### config.mk
export PLATFORM = sky130hd
export DESIGN_NAME = tt_byte_serial_accum
export DESIGN_NICKNAME = d
export VERILOG_FILES = /design/src/rtl/tt_accum_pkg.sv /design/src/rtl/tt_accum_alu.sv /design/src/rtl/tt_byte_serial_accum.sv
export SDC_FILE = /design/constraint.sdc
export NUM_CORES = 1
export LEC_CHECK = 0
export CORE_MARGIN = 2
export CORE_UTILIZATION = 36
export CTS_BUF_LIST = sky130_fd_sc_hd__clkbuf_8
export DETAILED_ROUTE_END_ITERATION = 10
export SLEW_MARGIN = 5
export SYNTH_ARGS = -nofsm -noshare
export SYNTH_HDL_FRONTEND = slang
export SYNTH_SLANG_ARGS = --single-unit
export TNS_END_PERCENT = 5
### constraint.sdc
create_clock -name clk -period 2.9 [get_ports clk]
set_clock_uncertainty 0.1 [all_clocks]
set_input_delay 0.87 -clock clk [delete_from_list [all_inputs] [get_ports clk]]
set_output_delay 0.87 -clock clk [all_outputs]
set_load 0.02 [all_outputs]
### src/rtl/tt_accum_pkg.sv
// Shared types for the byte-serial accumulator: operation codes and FSM states.
package tt_accum_pkg;

  typedef enum logic [1:0] {
    OP_ADD   = 2'd0,
    OP_SUB   = 2'd1,
    OP_LOAD  = 2'd2,
    OP_CLEAR = 2'd3
  } op_e;

  typedef enum logic [1:0] {
    COLLECT = 2'd0,
    EXEC    = 2'd1,
    EMIT    = 2'd2
  } state_e;

endpackage

### src/rtl/tt_accum_alu.sv
// Combinational accumulator datapath: applies one operation to the accumulator.
// Optional build macro ACCUM_SATURATE_EN: ADD overflow clamps to all-ones and
// SUB underflow clamps to zero instead of wrapping; flag reports the clamp.
module tt_accum_alu
  import tt_accum_pkg::*;
#(
  parameter int WIDTH = 16
) (
  input  logic [WIDTH-1:0] acc,
  input  logic [WIDTH-1:0] opnd,
  input  op_e              op,
  output logic [WIDTH-1:0] next_acc,
  output logic             flag
);

  logic [WIDTH:0] sum_s;
  logic [WIDTH:0] diff_s;

  // One extra bit catches the carry-out of ADD and the borrow of SUB.
  assign sum_s  = {1'b0, acc} + {1'b0, opnd};
  assign diff_s = {1'b0, acc} - {1'b0, opnd};

  // Select the new accumulator value and the carry/borrow flag for the operation.
  always_comb begin
    next_acc = acc;
    flag     = 1'b0;
    case (op)
      OP_ADD: begin
        flag = sum_s[WIDTH];
`ifdef ACCUM_SATURATE_EN
        if (sum_s[WIDTH]) begin
          next_acc = {WIDTH{1'b1}};
        end else begin
          next_acc = sum_s[WIDTH-1:0];
        end
`else
        next_acc = sum_s[WIDTH-1:0];
`endif
      end
      OP_SUB: begin
        flag = diff_s[WIDTH];
`ifdef ACCUM_SATURATE_EN
        if (diff_s[WIDTH]) begin
          next_acc = {WIDTH{1'b0}};
        end else begin
          next_acc = diff_s[WIDTH-1:0];
        end
`else
        next_acc = diff_s[WIDTH-1:0];
`endif
      end
      OP_LOAD:  next_acc = opnd;
      OP_CLEAR: next_acc = {WIDTH{1'b0}};
      default: begin
        next_acc = acc;
        flag     = 1'b0;
      end
    endcase
  end

endmodule

### src/rtl/tt_byte_serial_accum.sv
// Byte-serial WIDTH-bit accumulator for the 8-bit TinyTapeout pin buses.
// Operands arrive LSB-first over a valid/ready byte stream, the accumulator
// is updated in a single EXEC cycle, and the result leaves LSB-first.
// Build macro ACCUM_SATURATE_EN (handled inside tt_accum_alu) selects clamping.
module tt_byte_serial_accum
  import tt_accum_pkg::*;
#(
  parameter int WIDTH = 16
) (
  input  logic       clk,
  input  logic       rst_n,
  input  logic       ena,
  input  logic       in_valid,
  output logic       in_ready,
  input  logic [7:0] in_byte,
  input  logic [1:0] in_op,
  output logic       out_valid,
  input  logic       out_ready,
  output logic [7:0] out_byte,
  output logic       ovf
);

  localparam int NBYTES = WIDTH / 8;
  localparam int CNT_W  = $clog2(NBYTES) + 1;
  localparam logic [CNT_W-1:0] LAST_IDX = CNT_W'(NBYTES - 1);

  state_e           state_r, state_s;
  logic [CNT_W-1:0] cnt_r, cnt_s;
  logic [WIDTH-1:0] opnd_r, opnd_s;
  op_e              op_r, op_s;
  logic [WIDTH-1:0] acc_r, acc_s;
  logic             ovf_r, ovf_s;
  logic             in_ready_r, in_ready_s;
  logic             out_valid_r, out_valid_s;
  logic [7:0]       out_byte_r, out_byte_s;
  logic [WIDTH-1:0] alu_acc_s;
  logic             alu_flag_s;

  // Byte idx of a WIDTH-bit word, idx counted from the least significant byte.
  function automatic logic [7:0] byte_at(input logic [WIDTH-1:0] word,
                                         input logic [CNT_W-1:0] idx);
    return 8'(word >> {idx, 3'b000});
  endfunction

  tt_accum_alu #(.WIDTH(WIDTH)) u_alu (
    .acc      (acc_r),
    .opnd     (opnd_r),
    .op       (op_r),
    .next_acc (alu_acc_s),
    .flag     (alu_flag_s)
  );

  // Next-state logic: collect operand bytes, execute once, then stream the result out.
  always_comb begin
    state_s     = state_r;
    cnt_s       = cnt_r;
    opnd_s      = opnd_r;
    op_s        = op_r;
    acc_s       = acc_r;
    ovf_s       = ovf_r;
    in_ready_s  = in_ready_r;
    out_valid_s = out_valid_r;
    out_byte_s  = out_byte_r;
    case (state_r)
      COLLECT: begin
        if (in_valid) begin
          for (int b = 0; b < NBYTES; b++) begin
            if (cnt_r == CNT_W'(b)) begin
              opnd_s[8*b +: 8] = in_byte;
            end else begin
              opnd_s[8*b +: 8] = opnd_r[8*b +: 8];
            end
          end
          // The operation travels with the first byte only; later in_op values are ignored.
          if (cnt_r == {CNT_W{1'b0}}) begin
            op_s = op_e'(in_op);
          end else begin
            op_s = op_r;
          end
          if (cnt_r == LAST_IDX) begin
            state_s    = EXEC;
            cnt_s      = {CNT_W{1'b0}};
            in_ready_s = 1'b0;
          end else begin
            cnt_s = cnt_r + 1'b1;
          end
        end else begin
          state_s = COLLECT;
        end
      end
      EXEC: begin
        acc_s = alu_acc_s;
        // LOAD and CLEAR restart the sticky flag; ADD/SUB accumulate into it.
        if ((op_r == OP_LOAD) || (op_r == OP_CLEAR)) begin
          ovf_s = 1'b0;
        end else begin
          ovf_s = ovf_r | alu_flag_s;
        end
        state_s     = EMIT;
        cnt_s       = {CNT_W{1'b0}};
        out_valid_s = 1'b1;
        out_byte_s  = alu_acc_s[7:0];
      end
      EMIT: begin
        if (out_ready) begin
          if (cnt_r == LAST_IDX) begin
            state_s     = COLLECT;
            cnt_s       = {CNT_W{1'b0}};
            out_valid_s = 1'b0;
            in_ready_s  = 1'b1;
          end else begin
            cnt_s      = cnt_r + 1'b1;
            out_byte_s = byte_at(acc_r, cnt_r + 1'b1);
          end
        end else begin
          state_s = EMIT;
        end
      end
      default: begin
        state_s     = COLLECT;
        cnt_s       = {CNT_W{1'b0}};
        in_ready_s  = 1'b1;
        out_valid_s = 1'b0;
      end
    endcase
  end

  // State and output registers; ena=0 freezes everything, rst_n clears asynchronously.
  always_ff @(posedge clk or negedge rst_n) begin
    if (!rst_n) begin
      state_r     <= COLLECT;
      cnt_r       <= {CNT_W{1'b0}};
      opnd_r      <= {WIDTH{1'b0}};
      op_r        <= OP_ADD;
      acc_r       <= {WIDTH{1'b0}};
      ovf_r       <= 1'b0;
      in_ready_r  <= 1'b1;
      out_valid_r <= 1'b0;
      out_byte_r  <= 8'h00;
    end else if (ena) begin
      state_r     <= state_s;
      cnt_r       <= cnt_s;
      opnd_r      <= opnd_s;
      op_r        <= op_s;
      acc_r       <= acc_s;
      ovf_r       <= ovf_s;
      in_ready_r  <= in_ready_s;
      out_valid_r <= out_valid_s;
      out_byte_r  <= out_byte_s;
    end
  end

  assign in_ready  = in_ready_r;
  assign out_valid = out_valid_r;
  assign out_byte  = out_byte_r;
  assign ovf       = ovf_r;

endmodule
# ---- Yosys cells after proc, flatten, opt, wreduce, memory -nomap -nowiden
# Cells that the tools add are included.
dict set report word_totals {
  ff_bits 49
  inputBits 15
  output_inout_bits 11
  word_cells 65
}
dict set report op_classes {
  addsub 3
  n_eq_ne 13
  n_shift 1
  mux 22
  bitwise 3
  reduce_logical 13
}
# op n
set op_table {}
lappend op_table {{$pmux W16 S4} 1}
lappend op_table {{$add A16 B16 Y17} 1}
lappend op_table {{$sub A16 B16 Y17} 1}
lappend op_table {{$mux W8} 2}
lappend op_table {{$pmux W8 S2} 1}
lappend op_table {{$reduce_and A4 Y1} 4}
lappend op_table {{$shr A16 B5 Y8} 1}
lappend op_table {{$mux W2} 7}
lappend op_table {{$ne A2 B2 Y1 const B} 5}
lappend op_table {{$eq A2 B1 Y1 const B} 3}
lappend op_table {{$eq A2 B2 Y1 const B} 3}
lappend op_table {{$logic_not A2 Y1} 3}
lappend op_table {{$mux W1} 6}
lappend op_table {{$ne A3 B3 Y1 const B} 2}
lappend op_table {{$pmux W1 S3} 2}
lappend op_table {{$pmux W2 S3} 1}
lappend op_table {{$reduce_and A3 Y1} 2}
lappend op_table {{$reduce_and A6 Y1} 1}
lappend op_table {{$pmux W2 S2} 1}
lappend op_table {{$add A2 B1 Y2 const B} 1}
lappend op_table {{$not A1 Y1} 2}
lappend op_table {{$pmux W1 S2} 1}
lappend op_table {{$reduce_and A2 Y1} 1}
lappend op_table {{$reduce_bool A2 Y1} 1}
lappend op_table {{other kinds (2)} 2}

# ---- Longest topological paths before layout
# Gate-level depths: netlist (run 1).
dict set report depth {
  depth_word 5
  ltp_mapped 10
  mapped_depth_nobuf 10
}

# ---- Hierarchy
# Synthesis (run 1) repeated with hierarchy kept, for this count alone.
dict set report unflattened {
  hier_cells 419
  hier_area_um2 4187.8
}
# module instances cells_per_inst area_per_inst_um2 seq_area_each_um2
set by_module_without_submodules {}
lappend by_module_without_submodules {tt_byte_serial_accum 1 152 2293.4 1227.4}
lappend by_module_without_submodules {tt_accum_alu 1 267 1894.3 0.0}

# ---- Worst setup path after synthesis (run 1)
# No wires, ideal clock.
dict set report synth_timing {
  kind {flip-flop to flip-flop}
  start {reg opnd_r[0]}
  end {reg acc_r[6]}
  setup_time_ns 0.125
  arrival_ns 2.113
  required_time_ns 2.675
  slack_ns 0.562
  path_stages_with_launch 10
  n_path_buf 0
  synth_period_minus_slack_ns 2.338
  cell_sequence {dfrtp_1 -> ha_1 -> fa_1 -> nor3b_2 -> nor3_2 -> o31ai_4 -> xnor2_1 -> a32oi_1 -> o311ai_1 -> mux2_2}
}
dict set report synth_via {
  elab_chain_cells 2
  word_cells_on_any_way 3
  classes_between {add/sub: 2; mux: 1}
}
# item line
set synth_rtl {}
lappend synth_rtl {{start: declaration} tt_byte_serial_accum.sv:29} ;# logic [WIDTH-1:0] opnd_r, opnd_s;
lappend synth_rtl {{start signal: assignment} tt_byte_serial_accum.sv:133} ;# opnd_r <= {WIDTH{1'b0}};
lappend synth_rtl {{start signal: assignment} tt_byte_serial_accum.sv:143} ;# opnd_r <= opnd_s;
lappend synth_rtl {{$sub A16 B16 Y17 / $add A16 B16 Y17 (equally long branches)} {tt_accum_alu.sv:21, tt_accum_alu.sv:20}}
lappend synth_rtl {{$pmux W16 S4 (*)} tt_accum_alu.sv:27} ;# case (op)
lappend synth_rtl {{end signal: assignment} tt_byte_serial_accum.sv:135} ;# acc_r <= {WIDTH{1'b0}};
lappend synth_rtl {{end signal: assignment} tt_byte_serial_accum.sv:145} ;# acc_r <= acc_s;
lappend synth_rtl {{end: declaration} tt_byte_serial_accum.sv:31} ;# logic [WIDTH-1:0] acc_r, acc_s;
# Every way passes the cells marked *; elsewhere a longest branch is shown, timed or not.
# A chain may end at the register's enable or synchronous reset.

# ---- Final worst setup path (run 1)
# Ends and elaborated chain as after synthesis.

==> impl_metrics.ini, run 1 <==
[floorplan]
core_area_um2 = 10800
initial_utilization_pct = 37.0
rows = 38
io_pins = 26
dieArea_um2 = 12000
die_h_um = 110
fp.dieW_um = 110

[min_path]
min_path_type = in -> async

[sta]
hold_ws_ns = 0.335
slew_violations = 0
fin_crit_ns = 2.66
tightest_slew_ns = 0.746
max_freq_mhz = 376
setup-tns-final_ns = 0
finalSetupViolCount = 0
relSlewSlack_pct = 50.1
min_period_over_period_pct = 91.6
rsz0062_at_grt = false
hold_violations = 0

[detailed_routing]
dr.pass1.iters = 4
viasPerCell = 5.49
drc_errors = 0
routedWlPerCell_um = 17.8
antenna_left = 0
wirelength_um = 11400
first_iter_violations = 261
dr_total_vias = 3527

[yosys]
yosys_warnings = 0
yosysSeqAreaShare_pct = 30.6
netlist_area_um2 = 4020
ys_ff_latch = 49
synth_area_leaders = dfrtp_1 30%, ha_1 11%, mux2_2 5.6%
synth.distinct_cells = 63
synth_edf_count = 0
synthFlopType = dfrtp_1
synth_fp_nets = 521
netlist_instances = 469
synth_area_per_cell_um2 = 8.56
async_flop_share_pct = 100
synth.top_cell.area_share_pct = 29.9
yosys.area.top_type = dfrtp_1

[clocking]
clkSinkCount = 49
cts_resized = 0
htree_levels = 2
clockRootBuffer = clkbuf_8
cts_max_path_buffers = 2
clk_pin_slew_ns = 0.09
postCtsSetupRepairBufs = 0
cts_buffers = 5
cts_tree = built
hold_buffers = 0
clock_latency_ns = 0.30

[setup_path]
start_kind = flop
crit_chain = ha_1 > fa_1 > nor3b_2 > nor3_4 > o31ai_4 > xnor2_1 > a32oi_1 > o311ai_1 > mux2_2
critPathMaxFanout = 4
cpMaxStageDelayCell = dfrtp_1
timing.rr.start = opnd_r[0]$_DFFE_PN0P_
crit_path_start = opnd_r[0]$_DFFE_PN0P_
reg2regPathDepth = 9
max_stage_delay_ns = 0.42
setup.worst_path.class = reg -> reg
cp.arrival_ns = 2.75
r2r_end = acc_r[6]$_DFFE_PN0P_
r2r_slack_ns = 0.24
crit_end = acc_r[6]$_DFFE_PN0P_
required_ns = 2.99
cp-end-kind = flop

[placed_design]
place_area_um2 = 4490
numPortBuffers = 25
place.detailed.hpwl_um = 9060
dp.cells = 634
globalplace.congestion = 0.901

[grt]
grt_pass1_vias = 3470
grt_pass1_wl_um = 18200
globalRouteTotalUtil_pct = 19.6
overflow = 0
grt_start_max_net_pins = 21
antenna_found_initial = 0

[layout]
nNetsFinal = 553
fillCellCount = 1121
drive_gt1_share_pct = 13.3
area_growth_pct = 14.1
design_area_um2 = 4580
antenna_cells = 0
fin_cells = 642

[status]
outcome = finished clean

[flow_run]
maxCapViolCount = 0
## layout make-up
| type | count | area [µm²] | area share [%] |
|---|---|---|---|
| inverters | 38 | 143 | 3.11 |
| clock buffers | 5 | 68.8 | 1.50 |
| multi-input cells | 361 | 2550 | 55.7 |
| clock inverters | 3 | 13.8 | 0.301 |
| well taps | 140 | 175 | 3.83 |
| repair buffers | 46 | 403 | 8.80 |
| flip-flops and latches | 49 | 1230 | 26.8 |
## worst min path at each step
stage,slack [ns],cells past startpoint,endpoint,start
3_3_place_gp,0.37,2,out_byte[0]$_DFFE_PN0P_,out_byte[0]$_DFFE_PN0P_
5_1_grt,0.34,1,out_byte[2]$_DFFE_PN0P_,rst_n
2_1_floorplan,0.38,2,cnt_r[1]$_DFFE_PN0P_,cnt_r[1]$_DFFE_PN0P_
4_1_cts,0.34,1,out_byte[2]$_DFFE_PN0P_,rst_n
6_report,0.33,1,out_byte[2]$_DFFE_PN0P_,rst_n
3_5_place_dp,0.37,2,out_byte[1]$_DFFE_PN0P_,out_byte[1]$_DFFE_PN0P_
## registers in the layout, indices dropped and copies added (netlist names)
signal,cells
acc_r,16
opnd_r,16
out_byte,8
cnt_r,2
op_r,2
state_r,2
in_ready,1
out_valid,1
ovf,1
## kinds of logic after synthesis
kind of cell | synth area share [%]
flops | 30.6
mux | 10.3
xor+xnor | 2.84
buf+inv | 6.11
simple gates | 15.1
fa+ha+maj | 11.9
compound gates | 23.1
## stage by stage
step / setup slack [ns] / util, %
after floorplan: 0.562 / -
after global placement: 0.191 / 41.4
after detailed placement: 0.159 / 41.4
after CTS: 0.164 / 42.2
after global routing: 0.0182 / 42.2
final: 0.242 / 42.2
## cell usage in the layout, fill, tap and decap left out, types with 4 or more instances in the layout
cell | Yosys | routed
clkdlybuf4s50_1 | 0 | 24
dfrtp_1 | 48 | 48
o21ai_1 | 11 | 11
nand3_1 | 4 | 4
inv_1 | 35 | 36
nand2b_1 | 4 | 4
ha_1 | 35 | 35
mux2_2 | 20 | 20
nor3_1 | 16 | 16
mux2i_1 | 19 | 19
buf_4 | 1 | 21
nor2b_1 | 8 | 8
o21ai_0 | 37 | 37
nand2_1 | 39 | 39
o21a_1 | 8 | 8
xnor2_1 | 7 | 7
a22oi_1 | 4 | 4
xor2_1 | 6 | 6
nor2_1 | 36 | 36
a21oi_1 | 42 | 42
and3_1 | 4 | 4
clkbuf_8 | 0 | 5
## synth_stat cells (3+ instances only)
cell type / instances
a211oi_1: 3
xor2_1: 6
mux2_2: 20
o21ai_0: 37
ha_1: 35
xnor2_1: 7
nor2b_1: 8
clkbuf_1: 9
o221ai_1: 3
o211ai_1: 3
a22oi_1: 4
nand2b_1: 4
a21oi_1: 42
buf_2: 10
o21a_1: 8
dfrtp_1: 48
mux2i_1: 19
a21oi_2: 3
nand2_1: 39
and3_1: 4
inv_1: 35
o21ai_1: 11
nor3_1: 16
nand3_1: 4
nor2_1: 36
o31ai_1: 3
## critical path, delay by kind of cell (launching register included)
kind,cells,cell delay (ns)
flops,1,0.42
simple gates,2,0.44
compound gates,3,0.47
fa+ha+maj,2,0.64
mux,1,0.31
xor+xnor,1,0.16
## routing by layer
| layer | vias to the layer above | global-route usage [%] | wire length [µm] |
|---|---|---|---|
| met1 | 1695 | 26.9 | 5310 |
| met2 | 95 | 31.9 | 5380 |
| met3 | 17 | 3.14 | 525 |
| li1 | 1720 | - | - |
| met5 | - | 0 | 0 |
| met4 | 0 | 5.79 | 231 |
Power of run 1 is not shown: default switching activity piles up to over one toggle a cycle in this logic, so the estimate is an artifact.
==> inputs of run 2 (changes only) <==
--- a/config.mk
+++ b/config.mk
@@ -9,6 +9,7 @@
 export CORE_UTILIZATION = 36
 export CTS_BUF_LIST = sky130_fd_sc_hd__clkbuf_8
 export DETAILED_ROUTE_END_ITERATION = 10
+export PLACE_DENSITY_LB_ADDON = 0.3
 export SLEW_MARGIN = 5
 export SYNTH_ARGS = -nofsm -noshare
 export SYNTH_HDL_FRONTEND = slang
==> run 2 against run 1 <==
Compared with the run above:
- register-to-register slack got worse by 0.11 ns
- hold slack improved by 0.057 ns
- first-iteration DRC count decreased by 9.2%
- flip-flop and latch count unchanged
- via count increased by 2.8%
- cell count decreased by 0.47%
- non-clock buffer count decreased by 3
- die area unchanged
- fmax decreased by 4.0%
- critical endpoint is now out_byte[4]$_DFFE_PN0P_
==> impl_metrics.ini, run 2 (same netlist as run 1, synthesis figures left out) <==
[status]
outcome = finished clean

[detailed_routing]
dr.pass1.iters = 6
drc_errors = 0
dr_total_vias = 3626
routedWlPerCell_um = 17.7
wirelength_um = 11300
antenna_left = 0
first_iter_violations = 237
viasPerCell = 5.67

[layout]
layout_common_cells = 48 x dfrtp_1, 42 x a21oi_1, 39 x nand2_1
drive_gt1_share_pct = 13.0
fillCellCount = 1110
fin_cells = 639
antenna_cells = 0
fin_util_pct = 42.3
nNetsFinal = 550
layout_commonest_cell = dfrtp_1
area_growth_pct = 14.1

[setup_path]
cp.arrival_ns = 2.88
crit_end = out_byte[4]$_DFFE_PN0P_
critPathMaxFanout = 4
required_ns = 3.01
crit_path_start = opnd_r[0]$_DFFE_PN0P_
cp-end-kind = flop
setup.worst_path.class = reg -> reg
start_kind = flop
r2r_end = out_byte[4]$_DFFE_PN0P_
reg2regPathDepth = 9
timing.rr.start = opnd_r[0]$_DFFE_PN0P_
r2r_slack_ns = 0.13

[clocking]
cts_max_path_buffers = 2
htree_levels = 2
clockRootBuffer = clkbuf_8
clock_latency_ns = 0.31
cts_resized = 0
hold_buffers = 0
cts_buffers = 5
clk_pin_slew_ns = 0.10
clkSinkCount = 49
postCtsSetupRepairBufs = 0
cts_tree = built

[floorplan]
dieArea_um2 = 12000
core_area_um2 = 10800
rows = 38
die_h_um = 110
io_pins = 26
fp.dieW_um = 110
initial_utilization_pct = 37.0

[placed_design]
dp.cells = 631
numPortBuffers = 25
place.detailed.hpwl_um = 8750
globalplace.congestion = 0.934

[min_path]
min_path_type = reg -> reg

[sta]
tightest_slew_ns = 0.774
min_period_over_period_pct = 95.4
slew_violations = 0
relSlewSlack_pct = 48.2
finalSetupViolCount = 0
setup-tns-final_ns = 0
fin_crit_ns = 2.77
rsz0062_at_grt = false
hold_violations = 0
max_freq_mhz = 361

[flow_run]
maxCapViolCount = 0

[grt]
grt_pass1_wl_um = 18500
globalRouteTotalUtil_pct = 19.8
grt_start_max_net_pins = 50
antenna_found_initial = 0
overflow = 0
grt_pass1_vias = 3507
-- run 2: through the flow --
| stage | area, µm² | worst slack (ns) | hold slack [ns] |
|---|---|---|---|
| finish | 4580 | 0.132 | 0.391 |
| floorplan | 4020 | 0.562 | 0.375 |
| global placement | 4470 | 0.163 | 0.375 |
| CTS | 4580 | 0.132 | 0.397 |
| global route | 4580 | 0.00685 | 0.453 |
| detailed placement | 4470 | 0.122 | 0.375 |
-- run 2: cell type report --
type | count | area (µm²) | share of cell area [%]
well taps | 140 | 175 | 3.82
flip-flops and latches | 49 | 1230 | 26.8
clock inverters | 3 | 43.8 | 0.956
clock buffers | 5 | 68.8 | 1.50
inverters | 38 | 143 | 3.11
multi-input cells | 361 | 2540 | 55.5
repair buffers | 43 | 380 | 8.30
-- run 2: worst min path at each step --
stage                                 start                       to  slack [ns]  cells past startpoint
floorplan              cnt_r[1]$_DFFE_PN0P_     cnt_r[1]$_DFFE_PN0P_        0.38                      2
global placement    out_byte[0]$_DFFE_PN0P_  out_byte[0]$_DFFE_PN0P_        0.38                      2
detailed placement  out_byte[1]$_DFFE_PN0P_  out_byte[1]$_DFFE_PN0P_        0.37                      2
CTS                 out_byte[1]$_DFFE_PN0P_  out_byte[1]$_DFFE_PN0P_        0.40                      2
global route        out_byte[0]$_DFFE_PN0P_  out_byte[0]$_DFFE_PN0P_        0.45                      2
finish              out_byte[1]$_DFFE_PN0P_  out_byte[1]$_DFFE_PN0P_        0.39                      2
-- run 2: metal layers --
layer  track usage [%]  routed length, µm
met1              28.3               5360
met4              6.15                202
met2              31.0               5260
met5                 0                  0
met3              2.55                509
-- run 2: critical path, cell delays in order (launching register included) --
cell and delay, ns:
dfrtp_1 0.42, ha_1 0.25, fa_1 0.39, nor3b_2 0.18, nor3_2 0.35, a21oi_1 0.16, xor2_1 0.15, o21ai_0 0.35
o21ai_0 0.14, o21ai_0 0.19
Power of run 2 is left out for the same reason.
